==> src/rtl/mc_pkg.sv <==
// Shared definitions for the multicycle MIPS control unit: state and aluop
// encodings, opcode/funct codes and the per-state control word.
package mc_pkg;

  typedef logic       u1;
  typedef logic [1:0] u2;
  typedef logic [2:0] u3;
  typedef logic [5:0] u6;

  typedef enum logic [3:0] {
    FETCH    = 4'd0,
    DECODE   = 4'd1,
    MEMADR   = 4'd2,
    MEMRD    = 4'd3,
    MEMWB    = 4'd4,
    MEMWR    = 4'd5,
    RTYPEEX  = 4'd6,
    RTYPEWB  = 4'd7,
    BRANCHEX = 4'd8,
    ADDIEX   = 4'd9,
    ADDIWB   = 4'd10,
    JEX      = 4'd11
  } state_t;

  typedef enum logic [1:0] {
    ALUOP_ADD   = 2'b00,
    ALUOP_SUB   = 2'b01,
    ALUOP_FUNCT = 2'b10,
    ALUOP_RSVD  = 2'b11
  } aluop_t;

  localparam u6 OP_RTYPE = 6'b000000;
  localparam u6 OP_LW    = 6'b100011;
  localparam u6 OP_SW    = 6'b101011;
  localparam u6 OP_BEQ   = 6'b000100;
  localparam u6 OP_BNE   = 6'b000101;
  localparam u6 OP_ADDI  = 6'b001000;
  localparam u6 OP_J     = 6'b000010;

  localparam u6 FN_ADD = 6'b100000;
  localparam u6 FN_SUB = 6'b100010;
  localparam u6 FN_AND = 6'b100100;
  localparam u6 FN_OR  = 6'b100101;
  localparam u6 FN_SLT = 6'b101010;

  localparam u3 ALU_ADD = 3'b010;
  localparam u3 ALU_SUB = 3'b110;
  localparam u3 ALU_AND = 3'b000;
  localparam u3 ALU_OR  = 3'b001;
  localparam u3 ALU_SLT = 3'b111;

  typedef struct packed {
    u1      pcwrite;
    u1      fetch_rdy;
    u1      branch;
    u1      branch_ne;
    u1      iord;
    u1      memwrite;
    u1      regwrite;
    u1      regdst;
    u1      memtoreg;
    u1      alusrca;
    u2      alusrcb;
    u2      pcsrc;
    aluop_t aluop;
  } ctrl_t;

  // Moore control word for a state; op only picks beq vs bne in BRANCHEX.
  function automatic ctrl_t ctrl_of(input state_t s, input u6 op);
    ctrl_t c;
    c       = '0;
    c.aluop = ALUOP_ADD;
    case (s)
      FETCH:    begin c.fetch_rdy = 1'b1; c.alusrcb = 2'b01; end
      DECODE:   c.alusrcb = 2'b11;
      MEMADR:   begin c.alusrca = 1'b1; c.alusrcb = 2'b10; end
      MEMRD:    c.iord = 1'b1;
      MEMWB:    begin c.memtoreg = 1'b1; c.regwrite = 1'b1; end
      MEMWR:    begin c.iord = 1'b1; c.memwrite = 1'b1; end
      RTYPEEX:  begin c.alusrca = 1'b1; c.aluop = ALUOP_FUNCT; end
      RTYPEWB:  begin c.regdst = 1'b1; c.regwrite = 1'b1; end
      BRANCHEX: begin
        c.alusrca   = 1'b1;
        c.aluop     = ALUOP_SUB;
        c.pcsrc     = 2'b01;
        c.branch    = (op == OP_BEQ);
        c.branch_ne = (op == OP_BNE);
      end
      ADDIEX:   begin c.alusrca = 1'b1; c.alusrcb = 2'b10; end
      ADDIWB:   c.regwrite = 1'b1;
      JEX:      begin c.pcsrc = 2'b10; c.pcwrite = 1'b1; end
      default:  c.aluop = ALUOP_ADD;
    endcase
    return c;
  endfunction

endpackage

==> src/rtl/mc_controller_alu_decoder.sv <==
// Combinational ALU control decode from aluop and the R-type funct field.
module alu_decoder
  import mc_pkg::*;
(
  input  aluop_t     aluop,
  input  logic [5:0] funct,
  output logic [2:0] alucontrol
);

  // aluop selects a fixed operation or defers to funct for R-type
  always_comb begin
    alucontrol = ALU_ADD;
    case (aluop)
      ALUOP_ADD: alucontrol = ALU_ADD;
      ALUOP_SUB: alucontrol = ALU_SUB;
      ALUOP_FUNCT: begin
        case (funct)
          FN_ADD:  alucontrol = ALU_ADD;
          FN_SUB:  alucontrol = ALU_SUB;
          FN_AND:  alucontrol = ALU_AND;
          FN_OR:   alucontrol = ALU_OR;
          FN_SLT:  alucontrol = ALU_SLT;
          default: alucontrol = ALU_ADD;
        endcase
      end
      default: alucontrol = ALU_ADD;
    endcase
  end

endmodule

==> src/rtl/mc_controller.sv <==
// Multicycle MIPS main controller: Moore FSM with registered control word,
// memory-ready stalls in FETCH/MEMRD/MEMWR and combinational pcen.
module mc_controller
  import mc_pkg::*;
(
  input  logic       clk,
  input  logic       reset,
  input  logic [5:0] op,
  input  logic [5:0] funct,
  input  logic       zero,
  input  logic       mem_ready,
  output logic       pcen,
  output logic       iord,
  output logic       memwrite,
  output logic       irwrite,
  output logic       regwrite,
  output logic       regdst,
  output logic       memtoreg,
  output logic       alusrca,
  output logic [1:0] alusrcb,
  output logic [1:0] pcsrc,
  output logic [2:0] alucontrol,
  output logic       illegal_op,
  output logic [3:0] state
);

  state_t r_state;
  ctrl_t  r_ctrl;
  state_t w_next;
  ctrl_t  w_ctrl;
  logic   w_op_legal;
  logic   w_mem_go;

  // Next-state selection, including decode of op and memory stalls
  always_comb begin
    w_next     = FETCH;
    w_op_legal = 1'b1;
    case (r_state)
      FETCH:    if (mem_ready) w_next = DECODE; else w_next = FETCH;
      DECODE: begin
        case (op)
          OP_RTYPE:      w_next = RTYPEEX;
          OP_LW, OP_SW:  w_next = MEMADR;
          OP_BEQ, OP_BNE: w_next = BRANCHEX;
          OP_ADDI:       w_next = ADDIEX;
          OP_J:          w_next = JEX;
          default: begin
            w_next     = FETCH;
            w_op_legal = 1'b0;
          end
        endcase
      end
      MEMADR:   if (op == OP_LW) w_next = MEMRD; else w_next = MEMWR;
      MEMRD:    if (mem_ready) w_next = MEMWB; else w_next = MEMRD;
      MEMWB:    w_next = FETCH;
      MEMWR:    if (mem_ready) w_next = FETCH; else w_next = MEMWR;
      RTYPEEX:  w_next = RTYPEWB;
      RTYPEWB:  w_next = FETCH;
      BRANCHEX: w_next = FETCH;
      ADDIEX:   w_next = ADDIWB;
      ADDIWB:   w_next = FETCH;
      JEX:      w_next = FETCH;
      default:  w_next = FETCH;
    endcase
  end

  // State register with the control word registered alongside it
  always_ff @(posedge clk) begin
    if (reset) begin
      r_state <= FETCH;
      r_ctrl  <= ctrl_of(FETCH, op);
    end else begin
      r_state <= w_next;
      r_ctrl  <= ctrl_of(w_next, op);
    end
  end

  // Reset presents the FETCH word immediately, before the edge lands
  always_comb begin
    if (reset) begin
      w_ctrl = ctrl_of(FETCH, op);
    end else begin
      w_ctrl = r_ctrl;
    end
  end

  assign w_mem_go   = w_ctrl.fetch_rdy & mem_ready;
  assign pcen       = ~reset & (w_ctrl.pcwrite | w_mem_go |
                                (w_ctrl.branch & zero) |
                                (w_ctrl.branch_ne & ~zero));
  assign irwrite    = ~reset & w_mem_go;
  assign memwrite   = ~reset & w_ctrl.memwrite;
  assign regwrite   = ~reset & w_ctrl.regwrite;
  assign iord       = w_ctrl.iord;
  assign regdst     = w_ctrl.regdst;
  assign memtoreg   = w_ctrl.memtoreg;
  assign alusrca    = w_ctrl.alusrca;
  assign alusrcb    = w_ctrl.alusrcb;
  assign pcsrc      = w_ctrl.pcsrc;
  assign illegal_op = ~reset & (r_state == DECODE) & ~w_op_legal;
  assign state      = r_state;

  alu_decoder u_alu_decoder (
    .aluop      (w_ctrl.aluop),
    .funct      (funct),
    .alucontrol (alucontrol)
  );

endmodule

==> config.mk <==
export PLATFORM = sky130hd
export DESIGN_NAME = mc_controller
export DESIGN_NICKNAME = d
export VERILOG_FILES = /design/src/rtl/mc_pkg.sv /design/src/rtl/mc_controller_alu_decoder.sv /design/src/rtl/mc_controller.sv
export SDC_FILE = /design/constraint.sdc
export NUM_CORES = 1
export LEC_CHECK = 0
export BUFFER_PORTS_ARGS = -buffer_cell sky130_fd_sc_hd__buf_2
export CAP_MARGIN = 5
export CORE_UTILIZATION = 45
export DETAILED_ROUTE_END_ITERATION = 12
export PLACE_DENSITY = 0.74
export SLEW_MARGIN = 10
export SYNTH_ARGS = -nofsm -noshare
export SYNTH_HDL_FRONTEND = slang
export SYNTH_HIERARCHICAL = 1
export SYNTH_SLANG_ARGS = --single-unit
==> constraint.sdc <==
create_clock -name clk -period 1.5 [get_ports clk]
set_input_delay 0.15 -clock clk [delete_from_list [all_inputs] [get_ports clk]]
set_output_delay 0.15 -clock clk [all_outputs]
set_load 0.03 [all_outputs]
Yosys cells after proc, flatten, opt, wreduce, memory -nomap -nowiden
Cells that the tools add are included.

Memories: 0. Memory bits (writable): 0. ROM bits: 0. Input bits: 16. Output and inout port bits: 20. Latch bits: 0. Register bits: 20.

Equality and inequality tests: 29. Multipliers: 0. $add $sub $neg: 0. $lt $le $gt $ge: 0. Reduce and logical (&&, ||, !) cells: 11. Shift-type cells: 0. Mux-type cells: 22. Bitwise operators: 16. Div/mod/pow operators: 0.

Operator list (number): 6-bit equality test, second input constant (6); 4-bit one-hot mux with 7 select lines (1); 4-bit by 3-bit equality test with 1-bit output, second input constant (6); 4-bit equality test, second input constant (5); 4-bit one-hot mux with 5 select lines (1); 4-bit by 2-bit equality test with 1-bit output, second input constant (4); 16-bit two-way mux (1); 6-bit by 3-bit equality test with 1-bit output, second input constant (2); 3-bit one-hot mux with 4 select lines (1); 1-bit two-way mux (11); 2-bit OR reduction (5); 1-bit AND (9); 3-bit two-way mux (3); 4-bit by 1-bit equality test with 1-bit output, second input constant (2); 4-bit zero test (2); 2-bit one-hot mux with 2 select lines (2); 7-bit OR reduction (1); 6-bit by 2-bit equality test with 1-bit output, second input constant (1); 6-bit by 4-bit equality test with 1-bit output, second input constant (1); 6-bit zero test (1); 2-bit one-hot mux with 3 select lines (1); 3-bit one-hot mux with 2 select lines (1); 1-bit inverter (4); 4-bit OR reduction (1); other kinds (4) (6).

Depth between registers and ports, before layout
Depth after elaboration: 7. Depth in mapped cells: 6. Depth with buffers taken out: 5.

Cells and area by module
The synthesis kept the hierarchy.

Modules (own cells, without submodules): mc_controller (instances 1, area each 1078.5 sq um, cells an instance 115); alu_decoder (instances 1, area each 118.9 sq um, cells an instance 15).

Worst setup path before layout
No wires, ideal clock.

Path kind: register -> output. Start point: register r_state[0], in the netlist state[0]. End point: output illegal_op. Stages on the path, launching flop included: 4. Arrival time: 1.943 ns. Path slack: -0.593 ns. Data required time: 1.350 ns. Cells stage by stage: dfxtp_1 nor3b_4 nand2b_1 nor4_1.

Longest elaborated chain between the ends: 4. Elaborated cells on any way between the ends: 5. Classes of those cells: 1 x eq/ne; 1 x mux; 3 x bitwise.

Ends and longest elaborated chain: start: declaration (line mc_controller.sv:27) `state_t r_state;`; start signal: assignment (line mc_controller.sv:73) `r_state <= w_next;`; 4-bit by 1-bit equality test with 1-bit output * (line mc_controller.sv:38, mc_controller.sv:100); 1-bit two-way mux (line mc_controller.sv:38) `case (r_state)`; 1-bit inverter (line mc_controller.sv:100) `assign illegal_op = ~reset & (r_state == DECODE) & ~w_op_legal;`; 1-bit AND * (line mc_controller.sv:100); end: declaration (line mc_controller.sv:23) `output logic illegal_op,`.

Every way passes the cells marked *; elsewhere a longest branch is shown, timed or not.

Final worst setup path
Start point: register r_state[2], in the netlist state[2]. End point: register r_ctrl[9] (netlist bit).

Longest elaborated chain between the ends: 5. Elaborated cells on any way between the ends: 13. Classes of those cells: 9 x eq/ne; 2 x mux; 2 x reduce/logical.

Ends and longest elaborated chain: 4-bit equality test (tied with other cells) (line mc_controller.sv:38); 4-bit one-hot mux with 7 select lines * (line mc_controller.sv:38); 4-bit equality test or 4-bit by 3-bit equality test with 1-bit output (tied branches) (line mc_pkg.sv:73) `case (s)`; 3-bit OR reduction (no source line) *; 1-bit two-way mux * (line mc_pkg.sv:73); end signal: assignment (line mc_controller.sv:71) `r_ctrl <= ctrl_of(FETCH, op);`; end signal: assignment (line mc_controller.sv:74) `r_ctrl <= ctrl_of(w_next, op);`; end: declaration (line mc_controller.sv:28) `ctrl_t r_ctrl;`.

Marked as above. A chain may end at the register's enable or synchronous reset.

==> reports/summary.txt <==
status -> finished, violations left
failing checks -> setup timing
critical path required time -> 1.71 ns
slowest cell delay on critical path -> 0.41 ns
via count -> 1,353
Tmin final -> 1.750 ns
hold path endpoint -> r_ctrl[13]
# IOs -> 36
Crit path buffers/inverters -> 2
CTS tree -> done
H-Tree Level Count -> 1
synth unique cells -> 52
worst hold margin -> 0.2522 ns
hpwl dp -> 2.327 mm
R2R Setup Slk -> -0.25 ns
clock buffer depth -> 2
setup TNS -> -3.445 ns
Fmax achieved -> 0.5715 GHz
NumNets Final -> 227
syn_area_per_cell -> 9.211 µm²
worst r2r path cells -> 6
RSZ-0062 raised after global routing -> yes
Crit path top cell by count -> buf_4
Place WS -> -0.2372 ns
clock-pin slew on the worst setup and hold paths -> 0.11 ns
Clk Latency, worst-skew pair -> 0.31 ns
reg-to-reg endpoint -> r_ctrl[9]
top-count cell post-synth -> dfxtp_1
synth top area cells -> dfxtp_1 (32%), nor2b_1 (7.3%), nor2_1 (4.1%), nand4bb_1 (2.8%), buf_4 (2.5%)
FF-to-FF Start -> state[2]
worst hold path type -> in2reg
Net Count, Synth -> 148
synth-to-layout area growth -> 71.89%
Synth Cell Area -> 0.001197 mm²
Seq/Total Area, Yosys -> 31.77%
synthesized flop and latch total -> 19
CTS root buf -> clkbuf_4
Iteration-0 DRC Markers -> 25
Total GRT Usage -> 27.65%
synth cell count leaders -> dfxtp_1 (19), nor2b_1 (14), nor2_1 (13)
crit start category -> flop
Final WS setup -> -0.2497 ns
Syn Inst Count -> 130
Post-synth EDFFs -> 0
antenna cells -> 0
Synth area leader -> dfxtp_1
YS warnings -> 6
pwr/cell area -> 514.8 mW/mm²
GR Layer Usage met3 -> 7.345%
port buffer count -> 35
Max VDD drop -> 0.7147 mV
Fin Clk Skew -> 0.01041 ns
hold path start -> op[0]
vias in the first global route -> 1,220
number of buffers created by CTS -> 3
hold path depth -> 4
Die Y-Extent -> 53.59 µm
GR Util met2 -> 51.88%
worst path arrival time -> 1.96 ns
largest net degree at the start of global routing -> 19
share of cells above drive strength 1 -> 63.46%
Fill cells -> 125
global-route wire length before repair -> 5.582 mm
ys async rst share -> 0%
Synth top area share -> 31.77%
crit share post-route -> 116.6%
max-slew violations -> 0
overflow left after global routing -> 0
# setup viols final -> 21
core area -> 0.002500 mm²
CP Class -> reg2reg
drc violations -> 0
ys flop type -> dfxtp_1
Final ANT Viol Nets -> 0
Max Cap Viol -> 0
Sink Count -> 19
worst slew pin tran -> 0.4523 ns
slowest CP cell -> dfxtp_4
Slew headroom -> 69.57%
CP Cell Sequence -> buf_4 -> nand4bb_1 -> buf_4 -> a41oi_4 -> xnor2_1 -> a22o_1
critical path's top delay family -> compound AO/OA/AOI/OAI gates
initial core utilization -> 47.90%
Fin. Hold Viols -> 0
Leakage -> 0.8899 nW
WL final -> 4.022 mm
met1 Usage GRT -> 30.89%
RePlAce Congestion -> 0.7938
WL per Instance -> 16.90 µm
Detailed Routing Iterations Pass 1 -> 4
Die ar. -> 0.002871 mm²
Crit. End Element -> flop
initial antenna violation count -> 0
Cell Rows -> 18
most used routing layer -> met2
Crit Path Max Fanout -> 8
Die Wd -> 53.59 µm
vias per inst -> 5.685
==> registers in the layout, summed over array words and instances (netlist names) <==
name,flops
r_ctrl,15
state,4
==> cells in the final DEF, fill, tap and decap left out, types with 3 or more instances in the layout <==
cell      Yosys  routed
nand2b_4      0       3
and3_1        4       4
clkbuf_4      0       3
nor2_1       13      10
nor2b_4       0       3
nand2_1       4       3
a21oi_1       4       3
buf_2         1      31
buf_6         0      15
nor4_4        1       4
dfxtp_1      19      14
nor4b_1       3       3
nor2_2        0       3
buf_4         4      36
nor2b_1      14      11
dfxtp_4       0       4
==> worst min-delay path, delay by kind of cell <==
| kind | cells | cell delay, ns |
|---|---|---|
| buf+inv | 3 | 0.33 |
| simple gates | 1 | 0.04 |
==> repair_timing <==
item	CTS	global route
buffers inserted	11	7
endpoints found under the setup margin	22	23
resized for setup	27	21
hold buffers	0	0
pin swaps	12	7
==> metal layers <==
layer / up-vias / routed length, µm
met3: 14 / 183
met2: 53 / 2126
met1: 652 / 1579
met5: - / 0
li1: 634 / -
met4: 0 / 133
==> where the power goes <==
part / leakage [nW] / switching (mW) / internal [mW]
registers: 0.157 / 0.00452 / 0.506
logic: 0.719 / 0.144 / 0.139
clock network: 0.0139 / 0.165 / 0.102
==> stage by stage <==
step	instances	utilization, %	instance area (µm²)	power [mW]
5_1_grt	238	82.33	2058	1.100
3_3_place_gp	216	67.67	1692	0.7287
4_1_cts	231	76.63	1916	1.022
6_report	238	82.33	2058	1.060
2_1_floorplan	130	-	1319	0.6375
3_5_place_dp	216	67.67	1692	0.7342
==> layout make-up <==
cell class / instances / area (µm²) / share of cell area [%]
clock buffer: 3 / 22.52 / 1.094
inverter: 4 / 15.01 / 0.7295
multi-input combinational: 99 / 984.7 / 47.84
sequential: 19 / 396.6 / 19.27
timing repair buffer: 82 / 594.3 / 28.88
tap: 30 / 37.54 / 1.824
clock inverter: 1 / 7.507 / 0.3647
==> worst max-delay path by stage <==
stage / from / to / slack (ns) / cells after the start
final: state[2] / r_ctrl[9] / -0.25 / 6
after global routing: state[2] / r_ctrl[5] / -0.29 / 6
after CTS: state[2] / illegal_op / -0.20 / 5
after detailed placement: op[0] / r_ctrl[13] / -0.24 / 7
after global placement: op[0] / r_ctrl[13] / -0.14 / 7
after floorplan: state[3] / r_ctrl[5] / -0.09 / 6
==> cells by family after synthesis <==
logic type	after synthesis	share of synthesized area, %
and+or+nand+nor	72	42.63
DFF	19	31.77
xor gates and xnor gates	2	1.463
adders and majority gates	2	2.090
buffers and inverters	12	5.223
AOI/OAI and AO/OA	23	16.83
(Power assumes the default switching activity.)
